--- src/rtl/mem_arbiter.sv ---
// mem_arbiter
// Shares one single-port RAM between the icache and dcache. One word-sized
// transaction is in flight at a time. Dcache has priority. A saturating
// starve counter lets icache through after STARVE_LIMIT consecutive
// dcache completions while icache was waiting.
//
// Ports
//   CLK, nRST               clock, async active-low reset
//   iREN, iaddr             icache read request / word address
//   iwait, iload            icache handshake (low = done this cycle) / read data
//   dREN, dWEN, daddr, dstore   dcache request, address, write data
//   dwait, dload            dcache handshake / read data
//   ramREN, ramWEN, ramaddr, ramstore   RAM command (registered)
//   ramload, ramstate       RAM read data / status (00 FREE 01 BUSY 10 ACCESS 11 ERROR)
//   igrant_cnt, dgrant_cnt  completed transaction counters (wrap)
//
// state  | meaning
// IDLE   | no grant, RAM command lines all zero
// IGRANT | icache owns the RAM until ACCESS or iREN drops
// DGRANT | dcache owns the RAM until ACCESS or dREN|dWEN drops
module mem_arbiter #(
    parameter int STARVE_LIMIT = 4
) (
    input  logic        CLK,
    input  logic        nRST,
    input  logic        iREN,
    input  logic [31:0] iaddr,
    output logic        iwait,
    output logic [31:0] iload,
    input  logic        dREN,
    input  logic        dWEN,
    input  logic [31:0] daddr,
    input  logic [31:0] dstore,
    output logic        dwait,
    output logic [31:0] dload,
    output logic        ramREN,
    output logic        ramWEN,
    output logic [31:0] ramaddr,
    output logic [31:0] ramstore,
    input  logic [31:0] ramload,
    input  logic [1:0]  ramstate,
    output logic [31:0] igrant_cnt,
    output logic [31:0] dgrant_cnt
);

    typedef enum logic [1:0] {IDLE, IGRANT, DGRANT} state_t;

    localparam logic [1:0] RAM_ACCESS = 2'b10;
    localparam int SW = $clog2(STARVE_LIMIT + 1);
    localparam logic [SW-1:0] STARVE_MAX = SW'(STARVE_LIMIT);

    state_t        state_q, state_d;
    logic [SW-1:0] starve_q, starve_d;
    logic [31:0]   igrant_cnt_q, igrant_cnt_d;
    logic [31:0]   dgrant_cnt_q, dgrant_cnt_d;
    logic          ram_ren_q, ram_ren_d;
    logic          ram_wen_q, ram_wen_d;
    logic [31:0]   ram_addr_q, ram_addr_d;
    logic [31:0]   ram_store_q, ram_store_d;

    logic dreq;
    logic ram_done;

    assign dreq     = dREN | dWEN;
    // ERROR is deliberately not a completion; only ACCESS ends a grant.
    assign ram_done = (ramstate == RAM_ACCESS);

    always_comb begin
        state_d      = state_q;
        starve_d     = starve_q;
        igrant_cnt_d = igrant_cnt_q;
        dgrant_cnt_d = dgrant_cnt_q;
        ram_ren_d    = 1'b0;
        ram_wen_d    = 1'b0;
        ram_addr_d   = '0;
        ram_store_d  = '0;

        case (state_q)
            IDLE: begin
                if (dreq && (!iREN || starve_q < STARVE_MAX)) begin
                    state_d = DGRANT;
                end else if (iREN) begin
                    state_d = IGRANT;
                end
            end
            IGRANT: begin
                if (ram_done) begin
                    state_d      = IDLE;
                    igrant_cnt_d = igrant_cnt_q + 32'd1;
                    starve_d     = '0;
                end else if (!iREN) begin
                    state_d = IDLE;
                end
            end
            DGRANT: begin
                if (ram_done) begin
                    state_d      = IDLE;
                    dgrant_cnt_d = dgrant_cnt_q + 32'd1;
                    if (!iREN) begin
                        starve_d = '0;
                    end else if (starve_q != STARVE_MAX) begin
                        starve_d = starve_q + 1'b1;
                    end
                end else if (!dreq) begin
                    state_d = IDLE;
                end
            end
            default: state_d = IDLE;
        endcase

        // RAM command is registered from the next state so enables appear
        // right after the granting edge and drop right after a release.
        case (state_d)
            IGRANT: begin
                ram_ren_d  = 1'b1;
                ram_addr_d = iaddr;
            end
            DGRANT: begin
                ram_addr_d  = daddr;
                ram_store_d = dstore;
                // A simultaneous read+write request is served as the write.
                ram_wen_d   = dWEN;
                ram_ren_d   = !dWEN;
            end
            default: ;
        endcase
    end

    always_ff @(posedge CLK or negedge nRST) begin
        if (!nRST) begin
            state_q      <= IDLE;
            starve_q     <= '0;
            igrant_cnt_q <= '0;
            dgrant_cnt_q <= '0;
            ram_ren_q    <= 1'b0;
            ram_wen_q    <= 1'b0;
            ram_addr_q   <= '0;
            ram_store_q  <= '0;
        end else begin
            state_q      <= state_d;
            starve_q     <= starve_d;
            igrant_cnt_q <= igrant_cnt_d;
            dgrant_cnt_q <= dgrant_cnt_d;
            ram_ren_q    <= ram_ren_d;
            ram_wen_q    <= ram_wen_d;
            ram_addr_q   <= ram_addr_d;
            ram_store_q  <= ram_store_d;
        end
    end

    assign iwait      = !((state_q == IGRANT) && ram_done);
    assign dwait      = !((state_q == DGRANT) && ram_done);
    assign iload      = ramload;
    assign dload      = ramload;
    assign ramREN     = ram_ren_q;
    assign ramWEN     = ram_wen_q;
    assign ramaddr    = ram_addr_q;
    assign ramstore   = ram_store_q;
    assign igrant_cnt = igrant_cnt_q;
    assign dgrant_cnt = dgrant_cnt_q;

endmodule

--- config.mk ---
export PLATFORM = sky130hd
export DESIGN_NAME = mem_arbiter
export DESIGN_NICKNAME = d
export VERILOG_FILES = /design/src/rtl/mem_arbiter.sv
export SDC_FILE = /design/constraint.sdc
export NUM_CORES = 1
export LEC_CHECK = 0
export BUFFER_PORTS_ARGS = -buffer_cell sky130_fd_sc_hd__buf_2
export CORE_AREA = 2 2 130 132
export DETAILED_ROUTE_END_ITERATION = 12
export DIE_AREA = 0 0 132 134
export PLACE_DENSITY = 0.68
export SLEW_MARGIN = 0
export SYNTH_ARGS = -nofsm -noshare
export SYNTH_HDL_FRONTEND = slang
export SYNTH_SLANG_ARGS = --single-unit
--- constraint.sdc ---
create_clock -name CLK -period 4.9 [get_ports CLK]
set_input_delay 0.98 -clock CLK [delete_from_list [all_inputs] [get_ports CLK]]
set_output_delay 0.98 -clock CLK [all_outputs]
set_load 0.01 [all_outputs]
==> Word-level counts from Yosys, hierarchy flattened <==
Cells that the tools add are included.
{ "word_totals": {"wordCells": 51, "ff_bits": 135, "output_inout_bits": 196, "inputBits": 135} }
{ "op_classes": {"mux": 16, "n_eq_ne": 9, "order_cmp": 1, "n_bitwise": 1, "reduce_logical": 13, "addsub": 3} }
{ "op_table": {"columns": ["op", "n"], "rows": [
  ["adder 32 x 1 -> 32 bit (second input constant)", 2],
  ["case mux 32 bit (2 select lines)", 1],
  ["2-to-1 mux 32 bit", 1],
  ["2-to-1 mux 2 bit", 6],
  ["2-to-1 mux 3 bit", 4],
  ["equality test 2 bit (second input constant)", 3],
  ["!= test 3 bit (second input constant)", 2],
  ["case mux 2 bit (3 select lines)", 1],
  ["case mux 3 bit (2 select lines)", 1],
  ["equality test 2 x 1 -> 1 bit (second input constant)", 2],
  ["zero test 1 bit", 4],
  ["!= test 2 bit (second input constant)", 2],
  ["AND reduction 2 bit", 2],
  ["AND reduction 4 bit", 1],
  ["adder 3 x 1 -> 3 bit (second input constant)", 1],
  ["logical AND 1 bit", 3],
  ["less-than comparator 3 bit (second input constant)", 1],
  ["zero test 2 bit", 1],
  ["case mux 1 bit (2 select lines)", 1],
  ["nonzero test 2 bit", 1],
  ["logical OR 1 bit", 1],
  ["2-to-1 mux 1 bit", 1],
  ["OR 1 bit", 1]
]} }

==> Depth between registers and ports, before layout <==
Gate-level depths: netlist (run 1).
{ "logic_depth": {"ltp_word": 7, "depth_mapped": 9, "depth_no_buf": 7} }

==> Worst setup path after synthesis (run 1) <==
No wires, ideal clock.
{ "synth_path": {"kind": "in2reg", "from": "input dREN", "to": "register ram_addr_q[18], in the netlist ramaddr[18]", "required_ns": 4.768, "arrival_time_ns": 2.631, "path_buffers": 2, "cell_stages": 8, "setup_ns": 0.132, "setup_slack_ns": 2.137, "cell_sequence": "o21bai_1 -> nor2_1 -> or4b_2 -> ha_1 -> clkbuf_1 -> clkbuf_1 -> a22oi_1 -> nor2_1"} }
{ "synth_via": {"elab_chain_cells": 6, "word_cells_on_any_way": 9, "cone_classes": "eq/ne (2); mux (5); bitwise (1); reduce/logical (1)"} }
{ "synth_lines": {"columns": ["element", "line", "source"], "rows": [
  ["start: declaration", "30", "input logic dREN,"],
  ["OR 1 bit *", "64", "assign dreq = dREN | dWEN;"],
  ["2-to-1 mux 2 bit or logical AND 1 bit (tied branches)", "104, 80", null],
  ["2-to-1 mux 2 bit, on equally long branches", "96, 80", null],
  ["case mux 2 bit (3 select lines) *", "78", "case (state_q)"],
  ["equality test 2 bit or equality test 2 x 1 -> 1 bit (tied branches)", "113", "case (state_d)"],
  ["case mux 32 bit (2 select lines) *", "113", null],
  ["via ram_addr_d[18]", "58", "logic [31:0] ram_addr_q, ram_addr_d;"],
  ["end signal: assignment", "146", "ram_addr_q <= ram_addr_d;"],
  ["end: declaration", "58", null]
]} }
The timed path passes the listed nets; every way through them passes the cells marked *.
A chain may end at the register's enable or synchronous reset.

==> Final worst setup path (run 1) <==
{ "layout_path": {"from": "input ramstate[1]", "to": "register ram_addr_q[7], in the netlist ramaddr[7]"} }
{ "layout_via": {"elab_chain_cells": 5, "word_cells_on_any_way": 7, "cone_classes": "eq/ne (3); mux (4)"} }
{ "layout_lines": {"columns": ["element", "line", "source"], "rows": [
  ["start: declaration", "41", "input logic [1:0] ramstate,"],
  ["equality test 2 bit *", "66", "assign ram_done = (ramstate == RAM_ACCESS);"],
  ["2-to-1 mux 2 bit, on equally long branches", "96, 87", null],
  ["case mux 2 bit (3 select lines) *", "78", null],
  ["via state_d[0]", "52", "state_t state_q, state_d;"],
  ["equality test 2 bit or equality test 2 x 1 -> 1 bit (tied branches)", "113", null],
  ["case mux 32 bit (2 select lines) *", "113", null],
  ["via ram_addr_d[7]", "58", null]
]} }
Marked as above.

==> results by group, run 1 <==
Power
  • Pwr Density: between 400 and 500 mW/mm²
  • Overall power: 3470 µW
  • Pleak: 0.00419 µW
  • Max VDD drop: 0.267 mV

Critical path
  • Crit path to: ramaddr[7]
  • Worst R2R Path Depth: 7
  • Maximum fanout along the worst path: 33
  • Setup crit end kind: flip-flop
  • Setup CP Type: in2reg
  • Capturing point of the worst reg2reg path: ramaddr[7]
  • R2R setup slack: 2080 ps
  • Worst r2r src: state_q[0]
  • CP Data Required Time: 5240 ps
  • CP arrival: roughly 3400 ps
  • Startpoint types: primary input
  • CP Launch Point: ramstate[1]

Finish
  • ANT cells: 0
  • Final instance area: approximately 0.0076 mm²
  • Share of cells above drive strength 1: about two fifths
  • Non-filler instance count after layout: 953
  • Nets: between 800 and 900
  • Area grow syn2layout: 23.8%
  • Filler cells: 1547

Hold path
  • Hold WC Path Type: reg2reg

CTS
  • Clk buf depth: 2
  • Hold_buf cts: 0
  • CTS tree: yes
  • Register clock-pin slew on the reported worst setup and hold paths: approximately 60 ps
  • Post-CTS Setup Bufs: 0
  • Clk_lat worst skew: approximately 420 ps
  • CTS root buf: clkbuf_16
  • Total CTS buffers: 17
  • Cells resized by post-CTS repair: 0
  • CTS sink cnt: roughly 140
  • CTS H-tree lvls: 4

Global route
  • Gr ovfl total: 0
  • Vias in the first global route: 4426
  • Largest net degree at the start of global routing: 109
  • Initial antenna violation count: 0
  • Global-route wire length before repair: 25.3 mm
  • Total GRT Usage: between 10% and 20%

STA
  • # setup viols final: 0
  • F_max: between 300 and 400 MHz
  • Period utilisation layout: just over 60%
  • Slew HR: 20.6%
  • RSZ-0062 raised after global routing: false
  • Setup TNS: 0 ps
  • PnR worst setup slack: 1840 ps
  • Actual transition at the worst max-transition pin: around 1200 ps
  • Max-slew violation count: 0
  • Final Critical Period: between 3000 and 4000 ps
  • Fin. Hold Viols: 0
  • Skew final: 7.30 ps

Placed design
  • Number of port buffers: 234
  • Pre-CTS WS: 1430 ps
  • Routability cong.: 0.743
  • Cells after DPL: 921
  • Hpwl dp: 12.2 mm
  • DP Area: 0.00705 mm²

Synthesis
  • Top cells by area, synth: dfrtp_1 (55%), buf_4 (7.9%), xor2_1 (5.1%)
  • Ys flop type: dfrtp_1
  • Avg Cell Area, Syn: about 11 µm²
  • Syn Inst Count: ~550
  • Post-synth ARST share: between 90% and 100%
  • Post-synth net total: 695
  • Post-Syn Area: 0.00617 mm²
  • Synthesis warning total: 0
  • Number of enable flip-flop cells after synthesis: 0
  • Distinct cells, synth: 39
  • Seq/Total Area, Yosys: between 50% and 60%
  • Area share of the largest cell type after synthesis: 54.7%
  • Yosys top cell by area: dfrtp_1
  • Flops & latches, synth: between 100 and 150

Die
  • Die area: 0.0177 mm²
  • # IOs: about 330
  • Row cnt: 47
  • CORE AREA: 0.0163 mm²
  • Starting Density: a little under two fifths
  • DIE WIDTH: 132 µm
  • Die Span Y: 134 µm

Route
  • Antenna-violating nets left: 0
  • Initial drt markers: 174
  • DRT Wirelength: 16.3 mm
  • WL/cell: 17.1 µm
  • Vias: around 4500
  • Remaining DRCs: 0
  • DR pass1 iterations: 4
  • Via density: 4.75

Flow run
  • Max_cap viols: 0

Outcome
  • Status: finished, final reports clean
## cell usage after synthesis (4+ instances only)
cell / number
and4_1: 10
nor3_1: 10
ha_1: 6
nor2b_1: 4
buf_4: 65
nand3_1: 18
and2_1: 38
clkbuf_1: 20
a22oi_1: 32
nor2_1: 42
xor2_1: 36
nand2_1: 28
dfrtp_1: 135
xnor2_1: 26
nor4_1: 17
and3_1: 10
inv_1: 12
nand4_1: 20
## per-stage QoR
| step | hold WS, ps | utilization [%] |
|---|---|---|
| global placement | 453 | 43.3 |
| global route | 485 | 46.9 |
| floorplan | 504 | - |
| finish | 470 | 46.9 |
| detailed placement | 462 | 43.3 |
| CTS | 470 | 46.9 |
## cells in the final DEF (no fill, tap or decap), types with 18 or more instances in the layout
cell type and instances:
a22oi_1 32, and2_1 38, buf_2 233, dfrtp_1 135
nand2_1 28, nand3_1 18, nand4_1 20, nor2_1 42
xnor2_1 26, xor2_1 36
## logic make-up after synthesis
kind of cell	Yosys count	synth area share (%)
simple gates	209	19.9
flops	135	54.7
buf+inv	101	10.3
fa+ha+maj	6	1.22
xor+xnor	62	8.80
mux	3	0.527
compound gates	38	4.52
## flip-flops by register name, indices dropped and copies added (netlist names)
| register | cells |
|---|---|
| ramWEN | 1 |
| state_q | 2 |
| starve_q | 3 |
| dgrant_cnt | 32 |
| igrant_cnt | 32 |
| ramaddr | 32 |
| ramREN | 1 |
| ramstore | 32 |
## per-layer routing
layer / vias up / wire, µm / part of all wire [%] / global-route usage [%]
met5: - / 71 / 0.43 / 3.06
met4: 2 / 141 / 0.86 / 4.83
met1: 2136 / 6740 / 41 / 23.2
li1: 2167 / - / - / -
met3: 12 / 1570 / 9.6 / 9.18
met2: 213 / 7800 / 48 / 29.0
## worst min-delay path by stage
stage	to	startpoint	slack [ps]	cells after the start
after floorplan	dgrant_cnt[31]	dgrant_cnt[31]	500	1
after global placement	igrant_cnt[31]	igrant_cnt[31]	450	1
after detailed placement	dgrant_cnt[31]	dgrant_cnt[31]	460	1
after CTS	dgrant_cnt[31]	dgrant_cnt[31]	470	1
after global routing	dgrant_cnt[31]	dgrant_cnt[31]	490	1
final	dgrant_cnt[31]	dgrant_cnt[31]	470	1
## worst max-delay path, cell delays in order
cell	delay, ps
buf_2	110
nor2b_1	190
nand2_1	90
or4b_2	610
inv_1	110
ha_1	950
a22oi_1	180
nor2_1	160
## layout make-up
| cell class | count | area [µm²] | share of cell area, % |
|---|---|---|---|
| inverter | 13 | 51.3 | 0.671 |
| clock inverter | 15 | 164 | 2.15 |
| tap | 220 | 275 | 3.60 |
| clock buffer | 17 | 425 | 5.57 |
| sequential | 135 | 3380 | 44.2 |
| multi-input combinational | 318 | 2160 | 28.3 |
| timing repair buffer | 235 | 1180 | 15.5 |
## report_power, final
part           total (µW)  internal (µW)  leakage [µW]  switching, µW
sequential           1410           1300       0.00181            108
combinational         784            311       0.00209            473
clock                1270            723      0.000285            550
total                3470           2330       0.00419           1130
(Power assumes the default switching activity.)
==> inputs of run 2 (changes only) <==
--- a/config.mk
+++ b/config.mk
@@ -6,10 +6,10 @@
 export NUM_CORES = 1
 export LEC_CHECK = 0
 export BUFFER_PORTS_ARGS = -buffer_cell sky130_fd_sc_hd__buf_2
-export CORE_AREA = 2 2 130 132
+export CORE_AREA = 2 2 128 130
 export DETAILED_ROUTE_END_ITERATION = 12
-export DIE_AREA = 0 0 132 134
-export PLACE_DENSITY = 0.68
+export DIE_AREA = 0 0 130 132
+export PLACE_DENSITY = 0.69
 export SLEW_MARGIN = 0
 export SYNTH_ARGS = -nofsm -noshare
 export SYNTH_HDL_FRONTEND = slang
==> constraint.sdc (replaced) <==
create_clock -name CLK -period 2.9 [get_ports CLK]
set_input_delay 0.58 -clock CLK [delete_from_list [all_inputs] [get_ports CLK]]
set_output_delay 0.58 -clock CLK [all_outputs]
set_load 0.01 [all_outputs]
==> run 2 against run 1 <==
  * Die area fell by 3.0%
  * Register-to-register slack got worse by 1600 ps
  * Largest power group unchanged
  * Wire length rose by 2.7%
  * Sequential cell count did not move
  * Hold slack got worse by 290 ps
  * Total power rose by 73%
  * Clock power rose by 77%
==> results by group, run 2 (synthesis gave the netlist of run 1 again) <==
Outcome
  • Status: finished, final reports clean (unchanged)

Critical path
  • Cell with the largest stage delay on the worst path: or4b_2 (was ha_1)
  • Setup crit end kind: flip-flop (unchanged)
  • CP arrival: 2720 ps (was 3390 ps)
  • Maximum fanout along the worst path: 51 (was 33)
  • CP Data Required Time: 3200 ps (was 5240 ps)
  • Crit path buf inv count: 1 (was 2)
  • Worst R2R Path Depth: 6 (was 7)
  • Capturing point of the worst reg2reg path: ramstore[7] (was ramaddr[7])
  • Setup CP Type: reg2reg (was in2reg)
  • Worst r2r src: state_q[0] (unchanged)
  • Critical Path Stages: 6 (was 8)
  • CP Launch Point: state_q[0] (was ramstate[1])
  • CP delay by family, top: simple AND/OR/NAND/NOR gates (unchanged)
  • Crit-path max cell delay: 640 ps (was 950 ps)
  • CP Cell Sequence: o21bai_1 > nor2_1 > or4b_2 > ha_2 > buf_4 > and2_1 (was buf_2 > nor2b_1 > nand2_1 > or4b_2 > inv_1 > ha_1 > a22oi_1 > nor2_1)
  • Crit path to: ramstore[7] (was ramaddr[7])
  • Startpoint types: flip-flop (was primary input)
  • R2R setup slack: 480 ps (was 2080 ps)

STA
  • Slew HR: 43.8% (was 20.6%)
  • RSZ-0062 raised after global routing: false (unchanged)
  • Final Critical Period: 2420 ps
  • Fin. Hold Viols: 0 (unchanged)
  • Hold_ws: 177 ps (was 470 ps)
  • # setup viols final: 0 (unchanged)
  • Actual transition at the worst max-transition pin: 843 ps (was 1190 ps)
  • Max-slew violation count: 0 (unchanged)
  • Setup TNS: 0 ps (unchanged)
  • F_max: 414 MHz
  • Period utilisation layout: 83.3%
  • Skew final: 8.25 ps (was 7.30 ps)

CTS
  • Register clock-pin slew on the reported worst setup and hold paths: 60 ps (about the same)
  • Total CTS buffers: 17 (unchanged)
  • CTS root buf: clkbuf_16 (unchanged)
  • CTS H-tree lvls: 4 (unchanged)
  • Post-CTS Setup Bufs: 0 (unchanged)
  • Cells resized by post-CTS repair: 0 (unchanged)
  • Clk_lat worst skew: 410 ps (was 420 ps)
  • CTS sink cnt: 135 (unchanged)
  • Clk buf depth: 2 (unchanged)
  • CTS tree: yes (unchanged)
  • Hold_buf cts: 0 (unchanged)

Die
  • Starting Density: 39.3% (was 37.9%)
  • Die area: 0.0172 mm² (was 0.0177 mm²)
  • # IOs: 331 (unchanged)
  • Row cnt: 46 (was 47)
  • CORE AREA: 0.0157 mm² (was 0.0163 mm²)
  • Die Span Y: 132 µm (was 134 µm)
  • DIE WIDTH: 130 µm (was 132 µm)

Flow run
  • Max_cap viols: 0 (unchanged)

Global route
  • Gr ovfl total: 0 (unchanged)
  • Largest net degree at the start of global routing: 69 (was 109)
  • Vias in the first global route: 4577 (was 4426)
  • Global-route wire length before repair: 25.9 mm (was 25.3 mm)
  • Total GRT Usage: 20.0% (was 18.7%)
  • Initial antenna violation count: 0 (unchanged)

Hold path
  • Hold WC Path Type: in2async (was reg2reg)

Route
  • Initial drt markers: 232 (was 174)
  • Remaining DRCs: 0 (unchanged)
  • Via density: 4.87 (was 4.75)
  • DRT Wirelength: 16.8 mm (was 16.3 mm)
  • Antenna-violating nets left: 0 (unchanged)
  • Vias: 4648 (was 4530)
  • WL/cell: 17.6 µm (was 17.1 µm)
  • DR pass1 iterations: 4 (unchanged)

Finish
  • Filler cells: 1445 (was 1547)
  • Nets: 866 (was 861)
  • Most frequent cells in the layout: buf_2 (233), dfrtp_1 (135), nor2_1 (42), and2_1 (38), xor2_1 (36) (unchanged)
  • Area grow syn2layout: 25.4% (was 23.8%)
  • Final instance area: 0.00774 mm² (was 0.00764 mm²)
  • Share of cells above drive strength 1: 38.6% (was 38.2%)
  • ANT cells: 0 (unchanged)
  • Commonest non-fill, non-tap cell in the layout: buf_2 (unchanged)

Power
  • Pwr Density: 776 mW/mm² (was 454 mW/mm²)
  • Max VDD drop: 0.417 mV (was 0.267 mV)
  • Pleak: 0.00423 µW (was 0.00419 µW)

Placed design
  • Hpwl dp: 13.0 mm (was 12.2 mm)
  • Routability cong.: 0.789 (was 0.743)
  • DP Area: 0.00712 mm² (was 0.00705 mm²)
  • Number of port buffers: 234 (unchanged)
==> run 2: cell types whose count changed in the layout (fill, tap and decap cells not counted), moves of 2 or more <==
cell	change
clkinvlp_4	+2
bufinv_16	+2
inv_8	-3
buf_12	+3
buf_4	+2
==> run 2: worst min path at each step <==
stage / start / endpoint / slack, ps / depth (start not counted)
finish: nRST / dgrant_cnt[8] / 180 / 1
floorplan: nRST / dgrant_cnt[0] / 280 / 0
global placement: igrant_cnt[31] / igrant_cnt[31] / 450 / 1
CTS: nRST / dgrant_cnt[5] / 190 / 1
global route: nRST / dgrant_cnt[21] / 210 / 1
detailed placement: igrant_cnt[31] / igrant_cnt[31] / 450 / 1
==> run 2: final cells by class <==
type                    count  area (µm²)  share of cell area (%)
flip-flops and latches    135        3380                    43.6
multi-input cells         318        2160                    27.9
repair buffers            240        1260                    16.3
clock buffers              17         425                    5.50
well taps                 216         270                    3.49
clock inverters            15         193                    2.49
inverters                  13        51.3                   0.663
==> run 2: worst register-to-register path, stage by stage (launching register included) <==
cell and delay, ps:
dfrtp_1 450, o21bai_1 180, nor2_1 70, or4b_2 640, ha_2 480, buf_4 330, and2_1 150
==> run 2: where the power goes <==
part           internal [µW]  leakage, µW  total, µW  switching, µW
clock network           1370     0.000289       2250            874
logic                    573      0.00213       1370            802
registers               2200      0.00181       2390            187
total                   4140      0.00423       6010           1860
==> run 2: per-stage QoR <==
stage                     power [µW]  setup WS [ps]  utilization [%]  instances
after floorplan                 3220            537                -        554
after global placement          3800            248             45.3        922
after detailed placement        3830            203             45.3        922
after CTS                       6090            469             49.3        954
after global routing            6330            291             49.3        954
final                           6010            483             49.3        954
==> run 2: per-layer routing <==
| metal | part of all wire [%] | vias up | wire length [µm] | global-route usage, % |
|---|---|---|---|---|
| li1 | - | 2170 | - | - |
| met1 | 40 | 2215 | 6650 | 24.1 |
| met2 | 48 | 234 | 8090 | 31.4 |
| met3 | 9.5 | 27 | 1590 | 8.77 |
| met4 | 2.2 | 2 | 361 | 7.41 |
| met5 | 0.42 | - | 70 | 3.24 |
